==> config.mk <==
export PLATFORM = sky130hd
export DESIGN_NAME = multicycle_control
export DESIGN_NICKNAME = d
export VERILOG_FILES = /design/src/rtl/multicycle_control.sv
export SDC_FILE = /design/constraint.sdc
export NUM_CORES = 1
export LEC_CHECK = 0
export CAP_MARGIN = 40
export CORE_ASPECT_RATIO = 0.6
export CORE_MARGIN = 2
export CORE_UTILIZATION = 49
export CTS_CLUSTER_DIAMETER = 80
export DETAILED_ROUTE_END_ITERATION = 12
export GPL_ROUTABILITY_DRIVEN = 0
export PLACE_DENSITY = 0.85
export SLEW_MARGIN = 20
export SYNTH_ARGS = -nofsm -noshare
export SYNTH_HDL_FRONTEND = slang
export SYNTH_SLANG_ARGS = --single-unit
==> constraint.sdc <==
create_clock -name clk -period 4.9 [get_ports clk]
set_clock_uncertainty 0.05 [all_clocks]
set_input_delay 0.98 -clock clk [delete_from_list [all_inputs] [get_ports clk]]
set_output_delay 0.98 -clock clk [all_outputs]
set_load 0.02 [all_outputs]
==> src/rtl/multicycle_control.sv <==
// Multi-cycle main control FSM for the MIPS core: sequences fetch/decode/execute,
// drives datapath controls from the state register, traps illegal opcodes and counts retirements.
module multicycle_control #(
    parameter int ALUOP_W         = 6,
    parameter int CNT_W           = 32,
    parameter int TRAP_ON_ILLEGAL = 1,
    parameter int ENABLE_SUBI     = 1
) (
    input  logic               clk,
    input  logic               reset,
    input  logic [5:0]         opcode,
    input  logic [5:0]         funct,
    input  logic               zero,
    input  logic               mem_ready,
    output logic               ir_write,
    output logic               pc_write,
    output logic               iord,
    output logic               mem_read,
    output logic               mem_write,
    output logic               mem_to_reg,
    output logic               reg_dst,
    output logic               reg_write,
    output logic               alu_src_a,
    output logic               jal,
    output logic [1:0]         alu_src_b,
    output logic [1:0]         pc_src,
    output logic [ALUOP_W-1:0] alu_op,
    output logic               instr_done,
    output logic               illegal,
    output logic [CNT_W-1:0]   retired_count,
    output logic [3:0]         state
);

    typedef enum logic [3:0] {
        S_IDLE   = 4'd0,  S_FETCH = 4'd1,  S_DECODE = 4'd2,  S_MEMADR = 4'd3,
        S_MEMRD  = 4'd4,  S_MEMWB = 4'd5,  S_MEMWR  = 4'd6,  S_EXEC   = 4'd7,
        S_ALUWB  = 4'd8,  S_IEXEC = 4'd9,  S_IWB    = 4'd10, S_BRANCH = 4'd11,
        S_JUMP   = 4'd12, S_JAL   = 4'd13, S_JR     = 4'd14, S_TRAP   = 4'd15
    } state_t;

    state_t           r_state;
    logic [CNT_W-1:0] r_count;
    logic             r_illegal;
    logic [5:0]       w_alu_op6;
    logic             w_is_rtype, w_is_jr, w_is_imm, w_is_load, w_is_store;
    logic             w_is_branch, w_is_jump, w_is_jal, w_is_illegal;

    // Opcode classification; opcode is held stable by the datapath from DECODE onwards.
    always_comb begin
        w_is_jr      = (opcode == 6'b000000) && (funct == 6'b001000);
        w_is_rtype   = (opcode == 6'b000000) && (funct != 6'b001000);
        w_is_imm     = (opcode inside {6'b001000, 6'b001100, 6'b001101, 6'b001010, 6'b001111})
                       || ((ENABLE_SUBI != 0) && (opcode == 6'b011111));
        w_is_load    = opcode inside {6'b100011, 6'b100000, 6'b100001};
        w_is_store   = opcode inside {6'b101011, 6'b101000, 6'b101001};
        w_is_branch  = opcode inside {6'b000100, 6'b000101, 6'b000001};
        w_is_jump    = (opcode == 6'b000010);
        w_is_jal     = (opcode == 6'b000011);
        w_is_illegal = !(w_is_jr || w_is_rtype || w_is_imm || w_is_load || w_is_store
                         || w_is_branch || w_is_jump || w_is_jal);
    end

    // State sequencing, sticky illegal flag and retired-instruction counter.
    always_ff @(posedge clk or posedge reset) begin
        if (reset) begin
            r_state   <= S_IDLE;
            r_count   <= {CNT_W{1'b0}};
            r_illegal <= 1'b0;
        end else begin
            if (instr_done) begin
                r_count <= r_count + {{(CNT_W-1){1'b0}}, 1'b1};
            end else begin
                r_count <= r_count;
            end
            case (r_state)
                S_IDLE:   r_state <= S_FETCH;
                S_FETCH:  r_state <= mem_ready ? S_DECODE : S_FETCH;
                S_DECODE: begin
                    if (w_is_jr)                           r_state <= S_JR;
                    else if (w_is_rtype)                   r_state <= S_EXEC;
                    else if (w_is_imm)                     r_state <= S_IEXEC;
                    else if (w_is_load || w_is_store)      r_state <= S_MEMADR;
                    else if (w_is_branch)                  r_state <= S_BRANCH;
                    else if (w_is_jump)                    r_state <= S_JUMP;
                    else if (w_is_jal)                     r_state <= S_JAL;
                    else if (TRAP_ON_ILLEGAL != 0) begin
                        r_state   <= S_TRAP;
                        r_illegal <= 1'b1;
                    end else                               r_state <= S_FETCH;
                end
                S_MEMADR: r_state <= w_is_store ? S_MEMWR : S_MEMRD;
                S_MEMRD:  r_state <= mem_ready ? S_MEMWB : S_MEMRD;
                S_MEMWR:  r_state <= mem_ready ? S_FETCH : S_MEMWR;
                S_EXEC:   r_state <= S_ALUWB;
                S_IEXEC:  r_state <= S_IWB;
                S_MEMWB, S_ALUWB, S_IWB, S_BRANCH, S_JUMP, S_JAL, S_JR:
                          r_state <= S_FETCH;
                S_TRAP:   r_state <= S_TRAP;
                default:  r_state <= S_IDLE;
            endcase
        end
    end

    // Datapath control decode from the current state.
    always_comb begin
        ir_write   = 1'b0;
        pc_write   = 1'b0;
        iord       = 1'b0;
        mem_read   = 1'b0;
        mem_write  = 1'b0;
        mem_to_reg = 1'b0;
        reg_dst    = 1'b0;
        reg_write  = 1'b0;
        alu_src_a  = 1'b0;
        jal        = 1'b0;
        alu_src_b  = 2'b00;
        pc_src     = 2'b00;
        w_alu_op6  = 6'b000000;
        instr_done = 1'b0;
        case (r_state)
            S_FETCH: begin
                mem_read  = 1'b1;
                alu_src_b = 2'b01;
                ir_write  = mem_ready;
                pc_write  = mem_ready;
            end
            S_DECODE: begin
                alu_src_b  = 2'b11;
                instr_done = w_is_illegal && (TRAP_ON_ILLEGAL == 0);
            end
            S_MEMADR: begin
                alu_src_a = 1'b1;
                alu_src_b = 2'b10;
            end
            S_MEMRD: begin
                iord     = 1'b1;
                mem_read = 1'b1;
            end
            S_MEMWB: begin
                mem_to_reg = 1'b1;
                reg_write  = 1'b1;
                instr_done = 1'b1;
            end
            S_MEMWR: begin
                iord       = 1'b1;
                mem_write  = 1'b1;
                instr_done = mem_ready;
            end
            S_EXEC: begin
                alu_src_a = 1'b1;
                w_alu_op6 = 6'b000010;
            end
            S_ALUWB: begin
                reg_dst    = 1'b1;
                reg_write  = 1'b1;
                instr_done = 1'b1;
            end
            S_IEXEC: begin
                alu_src_a = 1'b1;
                alu_src_b = 2'b10;
                w_alu_op6 = opcode;
            end
            S_IWB: begin
                reg_write  = 1'b1;
                instr_done = 1'b1;
            end
            S_BRANCH: begin
                alu_src_a  = 1'b1;
                pc_src     = 2'b01;
                instr_done = 1'b1;
                if (opcode == 6'b000101) begin
                    w_alu_op6 = 6'b000101;
                    pc_write  = ~zero;
                end else if (opcode == 6'b000100) begin
                    w_alu_op6 = 6'b000001;
                    pc_write  = zero;
                end else begin
                    w_alu_op6 = 6'b111111;
                    pc_write  = zero;
                end
            end
            S_JUMP: begin
                pc_src     = 2'b10;
                pc_write   = 1'b1;
                instr_done = 1'b1;
            end
            S_JAL: begin
                pc_src     = 2'b10;
                pc_write   = 1'b1;
                reg_write  = 1'b1;
                jal        = 1'b1;
                instr_done = 1'b1;
            end
            S_JR: begin
                pc_src     = 2'b11;
                pc_write   = 1'b1;
                instr_done = 1'b1;
            end
            default: begin
                instr_done = 1'b0;
            end
        endcase
    end

    assign alu_op        = ALUOP_W'(w_alu_op6);
    assign illegal       = r_illegal;
    assign retired_count = r_count;
    assign state         = r_state;

endmodule

After elaboration in Yosys (flattened, before gate mapping)
Cells that the tools add are included.
{"block": "classes", "n_shift": 0, "n_reduce_logical": 20, "n_bitwise": 8, "n_mux": 29, "order_cmp": 0, "eq_ne": 34, "n_addsub": 1, "n_mul": 0, "div": 0}
{"cell": "== test 6 x 4 -> 1 bit, second input constant", "n": 6}
{"cell": "== test 6 bit, second input constant", "n": 6}
{"cell": "one-hot mux 4 bit (9 select lines)", "n": 1}
{"cell": "adder 32 x 1 -> 32 bit, second input constant", "n": 1}
{"cell": "== test 4 bit, second input constant", "n": 8}
{"cell": "one-hot mux 6 bit (3 select lines)", "n": 1}
{"cell": "== test 4 x 3 -> 1 bit, second input constant", "n": 4}
{"cell": "2-to-1 mux 4 bit", "n": 4}
{"cell": "== test 6 x 2 -> 1 bit, second input constant", "n": 2}
{"cell": "== test 6 x 3 -> 1 bit, second input constant", "n": 2}
{"cell": "2-to-1 mux 6 bit", "n": 2}
{"cell": "one-hot mux 2 bit (3 select lines)", "n": 2}
{"cell": "2-to-1 mux 1 bit", "n": 11}
{"cell": "nonzero test 3 bit", "n": 3}
{"cell": "== test 4 x 2 -> 1 bit, second input constant", "n": 2}
{"cell": "2-to-1 mux 2 bit", "n": 4}
{"cell": "NOT 1 bit", "n": 8}
{"cell": "AND reduction 8 bit", "n": 1}
{"cell": "OR reduction 2 bit", "n": 4}
{"cell": "OR reduction 4 bit", "n": 2}
{"cell": "OR reduction 8 bit", "n": 1}
{"cell": "OR reduction 7 bit", "n": 1}
{"cell": "== test 6 x 1 -> 1 bit, second input constant", "n": 1}
{"cell": "== test 6 x 5 -> 1 bit, second input constant", "n": 1}
{"cell": "11 further kinds", "n": 14}
{"block": "totals", "mem_count": 0, "latchBits": 0, "rom_bits": 0, "wordCells": 95, "ramBits": 0, "regBits": 37, "inputBits": 16}

Depth between registers and ports, before layout
Gate-level depths: netlist of run 1.
{"block": "logic_depth", "word_depth": 9, "depth_mapped": 7, "depth_no_buf": 6}

Worst setup path before layout of run 1
No wires, ideal clock.
{"block": "synth_path", "path_type": "input -> output", "startpoint": "input opcode[5]", "endpoint": "output pc_write", "t_arrival_ns": 2.185, "stages": 6, "slack_ns": 1.685, "cell_sequence": "clkbuf_1 -> nor2_1 -> and3_1 -> nand2_1 -> xor2_1 -> o31ai_1"}
{"block": "synth_via", "elab_chain_len": 3}
{"item": "start, declared", "line": "11", "source": "input logic [5:0] opcode,"}
{"item": "== test 6 x 3 -> 1 bit", "line": "171", "source": "if (opcode == 6'b000101) begin"}
{"item": "2-to-1 mux 1 bit", "line": "171"}
{"item": "one-hot mux 1 bit (3 select lines)", "line": "120", "source": "case (r_state)"}
{"item": "end, declared", "line": "16", "source": "output logic pc_write,"}
No other way between the ends.

Final worst setup path of run 1
{"block": "layout_path", "startpoint": "input opcode[1]", "endpoint": "output pc_write"}
Same word-level chain as after synthesis.

==> results of run 1 <==
==> worst max-delay path by stage <==
stage / start / to / slack, ps / depth (start not counted)
floorplan: opcode[5] / pc_write / 1690 / 6
global placement: mem_ready / instr_done / 930 / 5
detailed placement: opcode[1] / pc_write / 850 / 7
CTS: opcode[1] / pc_write / 830 / 7
global route: opcode[1] / pc_write / 710 / 7
finish: opcode[1] / pc_write / 830 / 7
==> flip-flops by register name, summed over array words and instances, names as in the netlist <==
name	count
retired_count	32
state	4
illegal	1
==> cell families after synthesis <==
| group | synth area share (%) |
|---|---|
| and+or+nand+nor | 29.9 |
| DFF | 42.2 |
| AOI/OAI and AO/OA | 10.6 |
| xor gates and xnor gates | 13.2 |
| buffers and inverters | 3.48 |
| adders and majority gates | 0.571 |
==> cell type report <==
type	instances	area, um^2	area share [%]
multi-input cells	182	1190	38.7
flip-flops and latches	37	926	30.1
repair buffers	74	738	24.0
clock buffers	7	86.3	2.81
well taps	60	75.1	2.44
clock inverters	1	30.0	0.976
inverters	8	30.0	0.976
==> synth_stat cells, types with 4 or more instances <==
library cell and number:
a21oi_1 11, and3_1 7, clkbuf_1 8, dfrtp_1 37, inv_1 7, nand2_1 23, nand2b_1 6, nand3_1 15
nand4_1 8, nor2_1 24, nor3_1 5, nor4_2 4, o21a_1 4, o21ai_0 8, xnor2_1 16, xor2_1 17
==> metal layers <==
layer / wire length (um) / track usage (%) / share of wire (%)
met5: 0 / 0 / 0
met4: 48 / 6.59 / 0.80
met1: 2970 / 36.8 / 50
met3: 445 / 6.50 / 7.4
met2: 2510 / 32.2 / 42
==> report_power, final <==
group / internal [W] / leakage, nW / switching, W / total [W]
clock: 0.000166 / 0.0585 / 0.000105 / 0.000271
sequential: 0.000343 / 0.462 / 0.000109 / 0.000452
combinational: 0.000284 / 0.753 / 0.000363 / 0.000648
total: 0.000794 / 1.27 / 0.000578 / 0.00137
==> placed cells by master (no fill, tap or decap), types with 4 or more instances in the layout <==
master and instances:
nor3_1 5, and3_1 7, xnor2_1 16, dfrtp_1 37, nand4_1 8, nand2_1 23
nand3_1 15, inv_1 7, clkdlybuf4s50_1 73, o21ai_0 8, a21oi_1 11, o21a_1 4
nand2b_1 6, nor2_1 24, nor4_2 4, xor2_1 17, clkbuf_8 6
==> metrics by stage <==
| step | instances | utilization, % | cell area (um^2) | setup WS, ps | total power (W) |
|---|---|---|---|---|---|
| after detailed placement | 361 | 70.3 | 2960 | 847 | 0.00109 |
| after floorplan | 237 | - | 2190 | 1690 | 0.000821 |
| after global placement | 361 | 70.3 | 2960 | 933 | 0.00108 |
| after global routing | 369 | 73.0 | 3080 | 709 | 0.00144 |
| after CTS | 369 | 73.0 | 3080 | 834 | 0.00137 |
| final | 369 | 73.0 | 3080 | 826 | 0.00137 |
==> worst max-delay path, stage by stage <==
cell	delay (ps)
clkdlybuf4s50_1	550
nor2_1	180
and3_1	240
nand2_1	80
xor2_1	150
o31ai_1	200
clkdlybuf4s50_1	650
==> metrics.txt, run 1 <==
# TYPE chip_impl_metric gauge
chip_impl_metric{name="synth_nets",unit=""} 254
chip_impl_metric{name="first_iter_violations",unit=""} 152
chip_impl_metric{name="post_synthesis_cell_type_count",unit=""} 47
chip_impl_metric{name="vdd.ir_drop.worst",unit="mV"} 0.248
chip_impl_info{name="synthFlopType",value="dfrtp_1"} 1
chip_impl_metric{name="setup_violations",unit=""} 0
chip_impl_metric{name="synth_area",unit="um^2"} 2190
chip_impl_metric{name="asr_flop_ratio_synth",unit="%"} 100
chip_impl_metric{name="hold_slack",unit="ps"} 429
chip_impl_info{name="start_kind",value="input pin"} 1
chip_impl_metric{name="worst_pin_slew",unit="ps"} 784
chip_impl_info{name="cts_root_buffer",value="clkbuf_8"} 1
chip_impl_metric{name="power.density_cell_area",unit="nW/um^2"} 446
chip_impl_metric{name="synth_top_cell_area_share",unit="%"} 42.2
chip_impl_metric{name="synth_cells",unit=""} 237
chip_impl_metric{name="finalCriticalPeriod",unit="ps"} 4070
chip_impl_metric{name="routed_via_density",unit=""} 5.75
chip_impl_metric{name="synth.yosys.seq_area_share",unit="%"} 42.2
chip_impl_metric{name="fp_rows",unit=""} 18
chip_impl_metric{name="flow.area_growth_from_synthesis",unit="%"} 40.3
chip_impl_metric{name="leakagePower",unit="nW"} 1.27
chip_impl_metric{name="route.vias.total",unit=""} 2120
chip_impl_metric{name="crit_fanout",unit=""} 7
chip_impl_metric{name="postRouteAntennaNets",unit=""} 0
chip_impl_metric{name="htree_levels",unit=""} 2
chip_impl_metric{name="gr-usage-all-layers",unit="%"} 23.8
chip_impl_metric{name="report.final.slew_viol_count",unit=""} 0
chip_impl_metric{name="final.period_utilization",unit="%"} 83.1
chip_impl_metric{name="num_io_pins",unit=""} 74
chip_impl_info{name="whs_endpoint",value="retired_count[31]$_DFFE_PP0P_"} 1
chip_impl_metric{name="drv_cap",unit=""} 0
chip_impl_metric{name="buffer_levels_on_the_longest_clock_path",unit=""} 2
chip_impl_metric{name="avgRoutedWirePerCell",unit="um"} 16.2
chip_impl_metric{name="antennaDiodeCount",unit=""} 0
chip_impl_metric{name="synth_warnings",unit=""} 0
chip_impl_metric{name="num-fill-cells",unit=""} 318
chip_impl_metric{name="slew-limit-headroom",unit="%"} 47.7
chip_impl_metric{name="fin_setup_tns",unit="ps"} 0
chip_impl_metric{name="critical_path_arrival",unit="ps"} 3040
chip_impl_metric{name="holdPathStages",unit=""} 1
chip_impl_metric{name="register_to_register_path_setup_slack",unit="ps"} 2500
chip_impl_info{name="critical_path.reg2reg.endpoint",value="retired_count[24]$_DFFE_PP0P_"} 1
chip_impl_metric{name="synth_enable_flop_cells",unit=""} 0
chip_impl_metric{name="clk_latency",unit="ps"} 290
chip_impl_info{name="synth_largest_area_cell",value="dfrtp_1"} 1
chip_impl_metric{name="hpwl",unit="um"} 4550
chip_impl_metric{name="synthesis_stage_register_bit_count",unit=""} 37
chip_impl_metric{name="detailedRoute.firstPassIterationCount",unit=""} 4
chip_impl_info{name="cts_tree",value="yes"} 1
chip_impl_metric{name="grt-ovfl-total",unit=""} 0
chip_impl_metric{name="cp_data_required_time",unit="ps"} 3870
chip_impl_info{name="rsz_0062_raised_after_global_routing",value="false"} 1
chip_impl_metric{name="via_count_of_the_first_global_routing_pass",unit=""} 1845
chip_impl_info{name="outcome",value="complete, no violations"} 1
chip_impl_info{name="crit_path_end_kind",value="primary output"} 1
chip_impl_metric{name="grt_first_pass_wirelength",unit="um"} 9580
chip_impl_metric{name="report.final.hold_viol_count",unit=""} 0
chip_impl_info{name="hold_path_class",value="flip-flop to flip-flop"} 1
chip_impl_metric{name="start_util",unit="%"} 52.0
chip_impl_metric{name="tritoncts.num_buffers",unit=""} 5
chip_impl_metric{name="worst_setup_hold_path_clk_slew",unit="ps"} 70
chip_impl_metric{name="port_buffers",unit=""} 73
chip_impl_metric{name="post_cts_buffers",unit=""} 0
chip_impl_metric{name="die_area",unit="um^2"} 5040
chip_impl_metric{name="core_area",unit="um^2"} 4210
chip_impl_metric{name="drc",unit=""} 0
chip_impl_info{name="most_area_consuming_cells_after_synthesis",value="dfrtp_1 (42%), xor2_1 (6.8%), xnor2_1 (6.4%)"} 1
chip_impl_info{name="regToRegStartpoint",value="state[1]$_DFF_PP0_"} 1
chip_impl_metric{name="cts-hold-fix-buffers",unit=""} 0
chip_impl_metric{name="reg2reg_depth",unit=""} 6
chip_impl_metric{name="clock_sinks",unit=""} 37
chip_impl_metric{name="drt-total-wl",unit="um"} 5980
chip_impl_metric{name="antenna_violations_before_repair",unit=""} 0
chip_impl_metric{name="dieWidth",unit="um"} 90.4
chip_impl_metric{name="grt_start_max_net_pins",unit=""} 38
chip_impl_metric{name="die-height",unit="um"} 55.8
chip_impl_metric{name="clock.fmax",unit="GHz"} 0.245
chip_impl_metric{name="post_route_cells_drive_above_1_share",unit="%"} 6.80
chip_impl_metric{name="syn_avg_cell_area",unit="um^2"} 9.25
chip_impl_metric{name="nNetsFinal",unit=""} 325
chip_impl_info{name="min-delay-start",value="retired_count[31]$_DFFE_PP0P_"} 1
chip_impl_metric{name="cts-resized-gates",unit=""} 0
chip_impl_info{name="timing_worst_setup_path_type",value="input pin to primary output"} 1
Power figures use the tool's default switching activity.
==> inputs of run 2 (changes only) <==
--- a/config.mk
+++ b/config.mk
@@ -8,11 +8,11 @@
 export CAP_MARGIN = 40
 export CORE_ASPECT_RATIO = 0.6
 export CORE_MARGIN = 2
-export CORE_UTILIZATION = 49
+export CORE_UTILIZATION = 46
 export CTS_CLUSTER_DIAMETER = 80
 export DETAILED_ROUTE_END_ITERATION = 12
 export GPL_ROUTABILITY_DRIVEN = 0
-export PLACE_DENSITY = 0.85
+export PLACE_DENSITY = 0.81
 export SLEW_MARGIN = 20
 export SYNTH_ARGS = -nofsm -noshare
 export SYNTH_HDL_FRONTEND = slang
==> constraint.sdc (replaced) <==
create_clock -name clk -period 4.2 [get_ports clk]
set_clock_uncertainty 0.05 [all_clocks]
set_input_delay 0.84 -clock clk [delete_from_list [all_inputs] [get_ports clk]]
set_output_delay 0.84 -clock clk [all_outputs]
set_load 0.02 [all_outputs]
==> metrics.txt, run 2 (synthesized netlist as in run 1, its figures left out) <==
# TYPE chip_impl_metric gauge
chip_impl_metric{name="power.internal",unit="W"} 0.000872
chip_impl_metric{name="final.period_utilization",unit="%"} 88.0
chip_impl_metric{name="switching_share",unit="%"} 42.8
chip_impl_metric{name="crit_fanout",unit=""} 9
chip_impl_metric{name="core_area",unit="um^2"} 4590
chip_impl_metric{name="grt_first_pass_wirelength",unit="um"} 9020
chip_impl_info{name="outcome",value="complete, no violations"} 1
chip_impl_metric{name="start_util",unit="%"} 47.8
chip_impl_metric{name="gr-usage-all-layers",unit="%"} 21.7
chip_impl_metric{name="critical_path_arrival",unit="ps"} 2810
chip_impl_metric{name="avgRoutedWirePerCell",unit="um"} 14.7
chip_impl_metric{name="port_buffers",unit=""} 73
chip_impl_metric{name="cts-hold-fix-buffers",unit=""} 0
chip_impl_metric{name="seq_power_share",unit="%"} 34.3
chip_impl_info{name="cts_root_buffer",value="clkbuf_8"} 1
chip_impl_metric{name="setup_violations",unit=""} 0
chip_impl_info{name="crit_path_end_kind",value="primary output"} 1
chip_impl_metric{name="via_count_of_the_first_global_routing_pass",unit=""} 1776
chip_impl_info{name="cell_with_the_largest_stage_delay_on_the_worst_path",value="clkdlybuf4s50_1"} 1
chip_impl_metric{name="grt_start_max_net_pins",unit=""} 27
chip_impl_info{name="most_common_library_cell_in_the_layout_ignoring_fill_and_taps",value="clkdlybuf4s50_1"} 1
chip_impl_metric{name="report.final.hold_viol_count",unit=""} 0
chip_impl_metric{name="worstPathBufferInverterCount",unit=""} 2
chip_impl_info{name="critPathMostFrequentCell",value="clkdlybuf4s50_1"} 1
chip_impl_metric{name="fp_rows",unit=""} 19
chip_impl_metric{name="worst_stage_delay_on_the_critical_path",unit="ps"} 620
chip_impl_metric{name="num-fill-cells",unit=""} 360
chip_impl_metric{name="power.share.combinational",unit="%"} 49.5
chip_impl_metric{name="post-route-worst-setup-slack",unit="ps"} 503
chip_impl_metric{name="slew-limit-headroom",unit="%"} 50.6
chip_impl_info{name="rsz_0062_raised_after_global_routing",value="false"} 1
chip_impl_metric{name="cts-resized-gates",unit=""} 0
chip_impl_metric{name="post_route_cells_drive_above_1_share",unit="%"} 7.40
chip_impl_metric{name="leakagePower",unit="nW"} 1.28
chip_impl_metric{name="power.net_switching",unit="W"} 0.000652
chip_impl_metric{name="largest_reg_flops",unit=""} 32
chip_impl_info{name="layout_common_cells",value="clkdlybuf4s50_1 (73), dfrtp_1 (37), nor2_1 (24)"} 1
chip_impl_metric{name="nNetsFinal",unit=""} 328
chip_impl_metric{name="detailedRoute.firstPassIterationCount",unit=""} 4
chip_impl_metric{name="first_iter_violations",unit=""} 89
chip_impl_metric{name="drt-total-wl",unit="um"} 5520
chip_impl_info{name="cts_tree",value="yes"} 1
chip_impl_metric{name="buffer_levels_on_the_longest_clock_path",unit=""} 2
chip_impl_metric{name="grt-ovfl-total",unit=""} 0
chip_impl_metric{name="ff_latch_area",unit="um^2"} 926
chip_impl_metric{name="routed_via_density",unit=""} 5.43
chip_impl_metric{name="htree_levels",unit=""} 2
chip_impl_info{name="timing_worst_setup_path_type",value="input pin to primary output"} 1
chip_impl_metric{name="post_dp_cell_area",unit="um^2"} 2990
chip_impl_info{name="worst_path_dominant_cell_family",value="buffers and inverters"} 1
chip_impl_metric{name="dieWidth",unit="um"} 93.1
chip_impl_metric{name="antennaDiodeCount",unit=""} 0
chip_impl_metric{name="post_cts_buffers",unit=""} 0
chip_impl_metric{name="fin_setup_tns",unit="ps"} 0
chip_impl_info{name="start_kind",value="input pin"} 1
chip_impl_metric{name="report.final.slew_viol_count",unit=""} 0
chip_impl_metric{name="cp_data_required_time",unit="ps"} 3310
chip_impl_metric{name="worst_pin_slew",unit="ps"} 741
chip_impl_metric{name="hpwl",unit="um"} 4310
chip_impl_metric{name="finalCriticalPeriod",unit="ps"} 3700
chip_impl_metric{name="clk_latency",unit="ps"} 290
chip_impl_metric{name="vdd.ir_drop.worst",unit="mV"} 0.210
chip_impl_metric{name="route.vias.total",unit=""} 2032
chip_impl_metric{name="clock_sinks",unit=""} 37
chip_impl_metric{name="flow.area_growth_from_synthesis",unit="%"} 40.5
chip_impl_metric{name="antenna_violations_before_repair",unit=""} 0
chip_impl_metric{name="tritoncts.num_buffers",unit=""} 5
chip_impl_metric{name="final_area",unit="um^2"} 3080
chip_impl_metric{name="num_io_pins",unit=""} 74
chip_impl_metric{name="postRouteAntennaNets",unit=""} 0
chip_impl_metric{name="die-height",unit="um"} 57.5
chip_impl_info{name="worstPathCellList",value="clkdlybuf4s50_1, nor2_1, and3_1, a21oi_1, o21a_1, clkdlybuf4s50_1"} 1
chip_impl_metric{name="multi_input_comb_area",unit="um^2"} 1190
chip_impl_info{name="hold_path_class",value="flip-flop to flip-flop"} 1
chip_impl_metric{name="preCtsSetupSlack",unit="ps"} 495
chip_impl_metric{name="worst_setup_hold_path_clk_slew",unit="ps"} 70
chip_impl_metric{name="power.density_cell_area",unit="nW/um^2"} 495
chip_impl_metric{name="clock.fmax",unit="GHz"} 0.270
chip_impl_metric{name="die_area",unit="um^2"} 5350
chip_impl_metric{name="drv_cap",unit=""} 0
chip_impl_metric{name="drc",unit=""} 0
chip_impl_metric{name="pwr-share-clk",unit="%"} 16.1
==> run 2: cell types whose count changed in the layout (fill, tap and decap cells not counted), sizes merged <==
cell and delta:
bufinv -1, buf +3
==> run 2: cell type report <==
class / count / share of cell area (%)
Multi-Input combinational cell: 182 / 38.6
Sequential cell: 37 / 30.1
Timing Repair Buffer: 77 / 24.9
Clock buffer: 7 / 2.80
Tap cell: 63 / 2.56
Inverter: 8 / 0.975
==> run 2: final timing paths <==
path | slack, ps | endpoint | from | cells past startpoint
setup reg to reg | 1870 | retired_count[20]$_DFFE_PP0P_ | state[1]$_DFF_PP0_ | 6
hold / removal | 430 | illegal$_DFFE_PP0P_ | illegal$_DFFE_PP0P_ | 1
hold reg to reg | 430 | illegal$_DFFE_PP0P_ | illegal$_DFFE_PP0P_ | 1
setup / recovery | 500 | alu_op[5] | opcode[5] | 6
min in group asynchronous | 800 | retired_count[21]$_DFFE_PP0P_ | reset | 2
max in group asynchronous | 2590 | retired_count[15]$_DFFE_PP0P_ | reset | 4
==> run 2: metal layers <==
layer	vias up	share of wire, %	track usage, %
met3	9	6.4	6.21
met4	0	1.0	6.72
met5	-	0	0
met1	970	50	34.6
met2	63	43	28.0
li1	990	-	-
==> run 2: worst reg2reg max path: cells and delay by family (launching register included) <==
| family | cells | cell delay [ps] |
|---|---|---|
| flops | 1 | 820 |
| simple gates | 2 | 530 |
| compound gates | 2 | 470 |
| buf+inv | 1 | 200 |
| xor+xnor | 1 | 150 |
==> run 2: metrics by stage <==
stage / std cells / util [%] / hold WS, ps / power (W)
final: 374 / 67.1 / 431 / 0.00152
after global routing: 374 / 67.1 / 467 / 0.00161
after CTS: 374 / 67.1 / 441 / 0.00152
after detailed placement: 367 / 65.2 / 415 / 0.00128
after global placement: 366 / 64.9 / 405 / 0.00127
after floorplan: 237 / - / 528 / 0.000957
==> run 2: power by group through the flow <==
stage                     logic (W)  registers (W)  clock network, W
after CTS                  0.000755       0.000519          0.000248
final                      0.000755       0.000523          0.000246
after global placement     0.000746       0.000523                 0
after detailed placement   0.000752       0.000526                 0
after global routing       0.000806       0.000534          0.000267
after floorplan            0.000446       0.000511                 0
